<file path="src/rtl/exp6_pkg.sv">
// Shared state codes for the exp6 game controller.
// The datapath and the top-level debug decoders use the same codes.
package exp6_pkg;

  localparam int ESTADO_W = 4;

  // All 16 codes are used, so the state register has no illegal values.
  typedef enum logic [ESTADO_W-1:0] {
    st_inicial          = 4'd0,
    st_preparacao       = 4'd1,
    st_inicio_rodada    = 4'd2,
    st_mostra           = 4'd3,
    st_apaga            = 4'd4,
    st_espera_jogada    = 4'd5,
    st_registra         = 4'd6,
    st_compara          = 4'd7,
    st_proximo          = 4'd8,
    st_ultima           = 4'd9,
    st_espera_escrita   = 4'd10,
    st_registra_escrita = 4'd11,
    st_escreve          = 4'd12,
    st_fim_acertou      = 4'd13,
    st_fim_errou        = 4'd14,
    st_fim_timeout      = 4'd15
  } estado_t;

endpackage

</file>
<file path="src/rtl/exp6_unidade_controle.sv">
// Moore control FSM for the exp6 memory game: sequences the round and
// address counters, the play register, the LED-mode register, the RAM
// write and the end-of-game flags. Outputs depend on the current state
// only; db_estado exposes the state code for debug and checkers.
//
// Handshake: there is no valid/ready pair. jogada_feita is a one-cycle
// pulse from the button detector and is only acted on in the two
// play-wait states; every other input is a level sampled on the clock.
module exp6_unidade_controle
  import exp6_pkg::*;
#(
  parameter logic TIMEOUT_EN = 1'b1
) (
  input  logic       clock,
  input  logic       reset,
  input  logic       iniciar,
  input  logic       jogada_feita,
  input  logic       jogada_correta,
  input  logic       enderecoIgualRodada,
  input  logic       fimL,
  input  logic       timeout,
  output logic       zeraCR,
  output logic       zeraE,
  output logic       contaCR,
  output logic       contaE,
  output logic       limpaRC,
  output logic       registraRC,
  output logic       zeraLeds,
  output logic       registraLeds,
  output logic       led_selector,
  output logic       contaT,
  output logic       ram_enable,
  output logic       mux_leds,
  output logic       pronto,
  output logic       ganhou,
  output logic       perdeu,
  output logic [3:0] db_estado
);

  estado_t estado;
  estado_t estado_prox;

  // State register; reset aborts any game and returns to inicial.
  always_ff @(posedge clock) begin
    if (reset) begin
      estado <= st_inicial;
    end else begin
      estado <= estado_prox;
    end
  end

  // Next-state logic. In the play-wait states a play beats a timeout
  // arriving in the same cycle; the timeout there is gated by TIMEOUT_EN,
  // while the display timeout in mostra is always honoured.
  always_comb begin
    estado_prox = estado;
    case (estado)
      st_inicial:          if (iniciar) estado_prox = st_preparacao;
      st_preparacao:       estado_prox = st_inicio_rodada;
      st_inicio_rodada:    estado_prox = st_mostra;
      st_mostra:           if (timeout) estado_prox = st_apaga;
      st_apaga:            estado_prox = st_espera_jogada;
      st_espera_jogada: begin
        if (jogada_feita)                 estado_prox = st_registra;
        else if (timeout && TIMEOUT_EN)   estado_prox = st_fim_timeout;
      end
      st_registra:         estado_prox = st_compara;
      st_compara: begin
        if (!jogada_correta)              estado_prox = st_fim_errou;
        else if (enderecoIgualRodada)     estado_prox = st_ultima;
        else                              estado_prox = st_proximo;
      end
      st_proximo:          estado_prox = st_espera_jogada;
      st_ultima:           estado_prox = fimL ? st_fim_acertou : st_espera_escrita;
      st_espera_escrita: begin
        if (jogada_feita)                 estado_prox = st_registra_escrita;
        else if (timeout && TIMEOUT_EN)   estado_prox = st_fim_timeout;
      end
      st_registra_escrita: estado_prox = st_escreve;
      st_escreve:          estado_prox = st_inicio_rodada;
      st_fim_acertou,
      st_fim_errou,
      st_fim_timeout:      if (iniciar) estado_prox = st_preparacao;
      default:             estado_prox = st_inicial;
    endcase
  end

  // Output decode from the current state; everything defaults to 0.
  always_comb begin
    zeraCR       = 1'b0;
    zeraE        = 1'b0;
    contaCR      = 1'b0;
    contaE       = 1'b0;
    limpaRC      = 1'b0;
    registraRC   = 1'b0;
    zeraLeds     = 1'b0;
    registraLeds = 1'b0;
    led_selector = 1'b0;
    contaT       = 1'b0;
    ram_enable   = 1'b0;
    mux_leds     = 1'b0;
    pronto       = 1'b0;
    ganhou       = 1'b0;
    perdeu       = 1'b0;
    case (estado)
      st_preparacao: begin
        zeraCR   = 1'b1;
        zeraE    = 1'b1;
        limpaRC  = 1'b1;
        zeraLeds = 1'b1;
      end
      st_inicio_rodada: begin
        zeraE        = 1'b1;
        registraLeds = 1'b1;
        led_selector = 1'b1;
      end
      st_mostra: begin
        contaT       = 1'b1;
        mux_leds     = 1'b1;
        led_selector = 1'b1;
      end
      st_apaga: begin
        limpaRC      = 1'b1;
        registraLeds = 1'b1;
      end
      st_espera_jogada,
      st_espera_escrita:   contaT = 1'b1;
      st_registra,
      st_registra_escrita: registraRC = 1'b1;
      st_proximo:          contaE = 1'b1;
      st_escreve: begin
        ram_enable = 1'b1;
        contaCR    = 1'b1;
      end
      st_fim_acertou: begin
        pronto = 1'b1;
        ganhou = 1'b1;
      end
      st_fim_errou,
      st_fim_timeout: begin
        pronto = 1'b1;
        perdeu = 1'b1;
      end
      default: ;
    endcase
  end

  assign db_estado = estado;

endmodule

</file>
<file path="config.mk">
export PLATFORM = sky130hd
export DESIGN_NAME = exp6_unidade_controle
export DESIGN_NICKNAME = d
export VERILOG_FILES = /design/src/rtl/exp6_pkg.sv /design/src/rtl/exp6_unidade_controle.sv
export SDC_FILE = /design/constraint.sdc
export NUM_CORES = 1
export LEC_CHECK = 0
export BUFFER_PORTS_ARGS = -buffer_cell sky130_fd_sc_hd__buf_2
export CORE_AREA = 2 2 39 41
export CTS_CLUSTER_SIZE = 40
export DETAILED_ROUTE_END_ITERATION = 8
export DIE_AREA = 0 0 41 43
export GPL_ROUTABILITY_DRIVEN = 0
export PLACE_DENSITY_LB_ADDON = 0.08
export SKIP_CTS_REPAIR_TIMING = 1
export SYNTH_ARGS = -nofsm -noshare
export SYNTH_HDL_FRONTEND = slang
export SYNTH_SLANG_ARGS = --single-unit
</file>
<file path="constraint.sdc">
create_clock -name clock -period 1.7 [get_ports clock]
set_input_delay 0.17 -clock clock [delete_from_list [all_inputs] [get_ports clock]]
set_output_delay 0.17 -clock clock [all_outputs]
set_load 0.1 [all_outputs]
</file>
# Yosys cells after proc, flatten, opt, wreduce, memory -nomap -nowiden
# Index checks and enable logic that the tools add are counted.
[word_totals]
romBits = 0
out_inout_bits = 19
word_cells = 53
inputBits = 8
regBits = 4
latch_bits = 0
mem_bits_rw = 0
n_memories = 0
[op_classes]
div_mod_pow = 0
muxes = 22
addsub = 0
reduce_logical = 13
order_cmp = 0
n_mul = 0
eq_ne = 17
shifts = 0
bitwise_logic = 0
[op_table]
columns = ["op", "count"]
rows = [
  ["$pmux 4 s11", 1],
  ["$eq 4x4->1 const B", 8],
  ["$mux 4", 5],
  ["$eq 4x3->1 const B", 4],
  ["$reduce_or 2->1", 8],
  ["$mux 1", 14],
  ["$eq 4x2->1 const B", 2],
  ["$mux 3", 2],
  ["$reduce_or 3->1", 2],
  ["$eq 4x1->1 const B", 1],
  ["$logic_not 4->1", 1],
  ["$reduce_or 4->1", 1],
  ["$ne 2x1->1 const B", 1],
  ["$ne 2x2->1 const B", 1],
  ["$reduce_and 2->1", 1],
]

# Depth between registers and ports, before layout
[depth]
ltp_word = 4
depth_mapped = 6

# Least setup slack after synthesis
# Ideal clock, no wire load.
[synth_timing]
kind = "reg2out"
startpoint = "register estado[2] (netlist: db_estado[2])"
endpoint = "output ram_enable"
required_time_ps = 1530
setup_slack_ps = -2477
arrival_time_ps = 4007
stages_incl_launch_ff = 5
path_cell_list = "dfxtp_1 > buf_2 > nand2_1 > nor3_1 > buf_4"
[synth_via]
elab_chain_cells = 2
[synth_lines]
columns = ["element", "line", "rtl"]
rows = [
  ["start: declaration", "exp6_unidade_controle.sv:40", "estado_t estado;"],
  ["start signal: assignment", "exp6_unidade_controle.sv:46", "estado <= st_inicial;"],
  ["start signal: assignment", "exp6_unidade_controle.sv:48", "estado <= estado_prox;"],
  ["$eq 4x4->1", "-", ""],
  ["$mux 1", "-", ""],
  ["end: declaration", "exp6_unidade_controle.sv:32", "output logic ram_enable,"],
]
# Every way passes these cells.

# Worst setup path in the final report
[layout_timing]
startpoint = "register estado[0] (netlist: db_estado[0])"
endpoint = "output contaT"
[layout_via]
elab_chain_cells = 3
word_cells_on_any_way = 5
classes_between = "eq/ne: 3; mux: 1; reduce/logical: 1"
[layout_lines]
columns = ["element", "line", "rtl"]
rows = [
  ["$eq 4x2->1, or another cell as far along", "exp6_unidade_controle.sv:105", "case (estado)"],
  ["$reduce_or 3->1 (no source line) *", "-", ""],
  ["$mux 1 *", "exp6_unidade_controle.sv:105", ""],
  ["end: declaration", "exp6_unidade_controle.sv:31", "output logic contaT,"],
]
# Mark *: on every way between the ends. The rest lies on a longest branch, timed or not.

==> results.md <==
* Run status: completed
* Critical path depth at 3
* Startpoint of the lowest-slack register-to-register path: db_estado[3]
* Final setup violation count at 0
* Mean number of vias per cell at slightly above 6
* Count of clock tree sinks at 4
* Setup WS pre-CTS at 0.209 ns
* Maximum resistive drop on vdd at roughly 1.0 mV
* TritonCTS clock tree: built
* Final period util at 0.967
* Syn_nets at 95
* Layout Skew at 0.00790 ns
* Max Clk Rate at 0.609 GHz
* Share of final-layout standard cells stronger than drive strength 1 at 0.523
* HP Class: in -> reg
* Start point of the critical path: db_estado[0]
* Critical-path maximum fanout at 19
* Initial antenna violation count at 0
* Category of the worst setup path capture point: primary output
* Net Sw Frac at 0.635
* Category of the worst setup path launch point: flip-flop
* Initial core utilization at 0.409
* CTS H-tree depth at 1
* Global-route wire length before repair at 2.95 mm
* Total number of vias at 742
* Pin count of the biggest net entering global routing at 20
* Capture point of the critical path: contaT
* Commonest non-fill, non-tap cell in the layout: sky130_fd_sc_hd__buf_12
* Number of input and output port buffers inserted at 26
* Cell variety after synth at 31
* Reported net switching power at approximately 0.0012 W
* Yosys warnings at 0
* Number of clock buffers inserted by TritonCTS at 3
* Library cell contributing the largest single delay on the critical path: sky130_fd_sc_hd__dfxtp_4
* Cell internal pwr at 0.000703 W
* Transition at the pin with the smallest max-transition slack at 0.484 ns
* FF-to-FF path depth at 3
* Largest delay share family, worst path: flip-flops
* Worst setup path class: reg -> out
* Total leakage power at 0.393 nW
* Max FFs per register at 4
* DRC at 0
* Number of buffers on the longest clock path at 2
* Final count of pins violating max slew at 0
* Pre-Repair DR Iteration Count at 4
* Top post-synthesis cells by area: sky130_fd_sc_hd__dfxtp_1, sky130_fd_sc_hd__nor2_1, sky130_fd_sc_hd__a21oi_1, sky130_fd_sc_hd__nand2_1, sky130_fd_sc_hd__o21ai_0
* Count of antenna diodes in the layout at 0
* Sequential cell fraction of total power at 0.135
* Net count reported at finish at 117
* Sequential share of the synthesized area at 0.142
* Power density of the placed cells at roughly 1900 mW/mm2
* Share of power burned in combinational logic at 0.800
* Final HPWL from detailed placement at 1.39 mm
* Post-synth top area share at 0.142
* Core footprint at 0.00138 mm2
* Clock latency at the later pin of the worst-skew pair at 0.25 ns
* DIE HEIGHT at 43 um
* Starting DRT DRC Count at 22
* Setup slack on the worst flop-to-flop path at 0.19 ns
* Layout fillers at 105
* Cell count after synthesis at 87
* Endpoint required time on the critical path at ~1.5 ns
* Count of state elements after synthesis at 4
* Clock-pin slew of the registers on the worst-case setup and hold paths at 0.04 ns
* PnR worst setup slack at ~0.057 ns
* Number of buffers and inverters on the critical path at 2
* Die Span X at 41 um
* Cells traversed along the worst timing path: clkinvlp_4 > o31ai_4 > buf_12
* Headroom to the max-slew limit at 0.679
* Number of global-route vias before repair at 643
* Setup repair after global routing missed its margin: false
* Buffer type at the clock tree root: sky130_fd_sc_hd__clkbuf_4
* Clk network pwr share at 0.065
* Per-instance average area after synthesis at approximately 6.5 um2
* Arrival time of the worst setup path at about 1.5 ns
* Setup TNS at 0 ns
* Overflow left after global routing at 0
* Area delta synth->final at 79.0%
* Maximum single-stage delay on the critical path at 0.50 ns
* Final hold violation count at 0
* Average wire length per cell after detail routing at 15.1 um
* Top-level port count at 27
* Max-capacitance violation count at 0
* Worst r2r dst: db_estado[1]
* Min Clock Period, post-route at 1.64 ns
* Residual antenna-violating net count after detailed routing at 0
* Total global routing track utilization at 0.248
* Total die area at 0.00176 mm2
* Post-Syn Area at between 500 and 600 um2
* Top library cells by usage in the layout, fill and taps aside: sky130_fd_sc_hd__buf_12, sky130_fd_sc_hd__buf_2, sky130_fd_sc_hd__nor2_1
* Num rows at 14
* Total wire length after detailed routing at 1.86 mm
* Area leader, netlist: sky130_fd_sc_hd__dfxtp_1
## power by group through the flow
stage	Clock (W)	Combinational (W)	Sequential [W]
after floorplan	0	0.00120	0.000288
final	0.000125	0.00154	0.000260
after detailed placement	0	0.00153	0.000254
after CTS	0.000127	0.00154	0.000252
after global placement	0	0.00151	0.000254
after global routing	0.000135	0.00159	0.000272
## routing by layer
metal  GRT usage  up-vias  share of wire  wire (um)
met3      0.0366        4          0.064        119
met5           0        -              0          0
met1       0.317      346           0.39        722
met4       0.120        0          0.022         40
li1            -      350              -          -
met2       0.384       42           0.52        972
## through the flow
stage / hold WS (ns) / std cells / power [W] / util / cell area, um2
2_1_floorplan: 0.227 / 87 / 0.00149 / - / 729
3_3_place_gp: 0.401 / 120 / 0.00177 / 0.706 / 977
3_5_place_dp: 0.416 / 120 / 0.00179 / 0.706 / 977
4_1_cts: 0.167 / 123 / 0.00192 / 0.722 / 1000
5_1_grt: 0.177 / 123 / 0.00200 / 0.731 / 1010
6_report: 0.177 / 123 / 0.00193 / 0.731 / 1010
## cells in the mapped netlist
library cell,number
sky130_fd_sc_hd__or2_4,1
sky130_fd_sc_hd__o22ai_1,1
sky130_fd_sc_hd__o21ai_0,7
sky130_fd_sc_hd__a21oi_2,1
sky130_fd_sc_hd__and2_1,1
sky130_fd_sc_hd__a31oi_1,2
sky130_fd_sc_hd__o21a_1,2
sky130_fd_sc_hd__nand2_1,10
sky130_fd_sc_hd__o31ai_1,1
sky130_fd_sc_hd__inv_1,3
sky130_fd_sc_hd__nand3_1,1
sky130_fd_sc_hd__buf_4,2
sky130_fd_sc_hd__xnor2_1,2
sky130_fd_sc_hd__a211oi_1,1
sky130_fd_sc_hd__nor2b_1,3
sky130_fd_sc_hd__o21ai_1,1
sky130_fd_sc_hd__o21bai_1,1
sky130_fd_sc_hd__and2b_1,1
sky130_fd_sc_hd__buf_6,2
sky130_fd_sc_hd__a311oi_1,1
sky130_fd_sc_hd__a221o_1,1
sky130_fd_sc_hd__nor2_1,14
sky130_fd_sc_hd__nor3_1,5
sky130_fd_sc_hd__nand2b_1,1
sky130_fd_sc_hd__a221oi_2,1
sky130_fd_sc_hd__a311o_1,1
sky130_fd_sc_hd__buf_2,6
sky130_fd_sc_hd__a21oi_1,8
sky130_fd_sc_hd__o211a_1,1
sky130_fd_sc_hd__o32a_4,1
sky130_fd_sc_hd__dfxtp_1,4
## kinds of logic after synthesis
kind of cell	Yosys count	share of synthesized area
xor+xnor	2	0.0310
flops	4	0.142
simple gates	37	0.296
buf+inv	13	0.139
compound gates	31	0.392
## final cells by class
cell class                 instances  area (um2)  share of cell area
clock buffer                       3        22.5              0.0222
timing repair buffer              27         335               0.331
tap                               16        20.0              0.0198
multi-input combinational         70         524               0.518
sequential                         4        95.1              0.0939
inverter                           3        15.0              0.0148
## how the worst min path moves through the flow
stage | to | depth (start not counted) | slack (ns) | from
6_report | db_estado[1] | 2 | 0.18 | reset
5_1_grt | db_estado[0] | 2 | 0.18 | reset
4_1_cts | db_estado[1] | 2 | 0.17 | reset
3_3_place_gp | db_estado[0] | 2 | 0.40 | reset
2_1_floorplan | db_estado[1] | 1 | 0.23 | reset
3_5_place_dp | db_estado[1] | 2 | 0.42 | reset
Note: power is estimated with default switching activity, not from simulation.
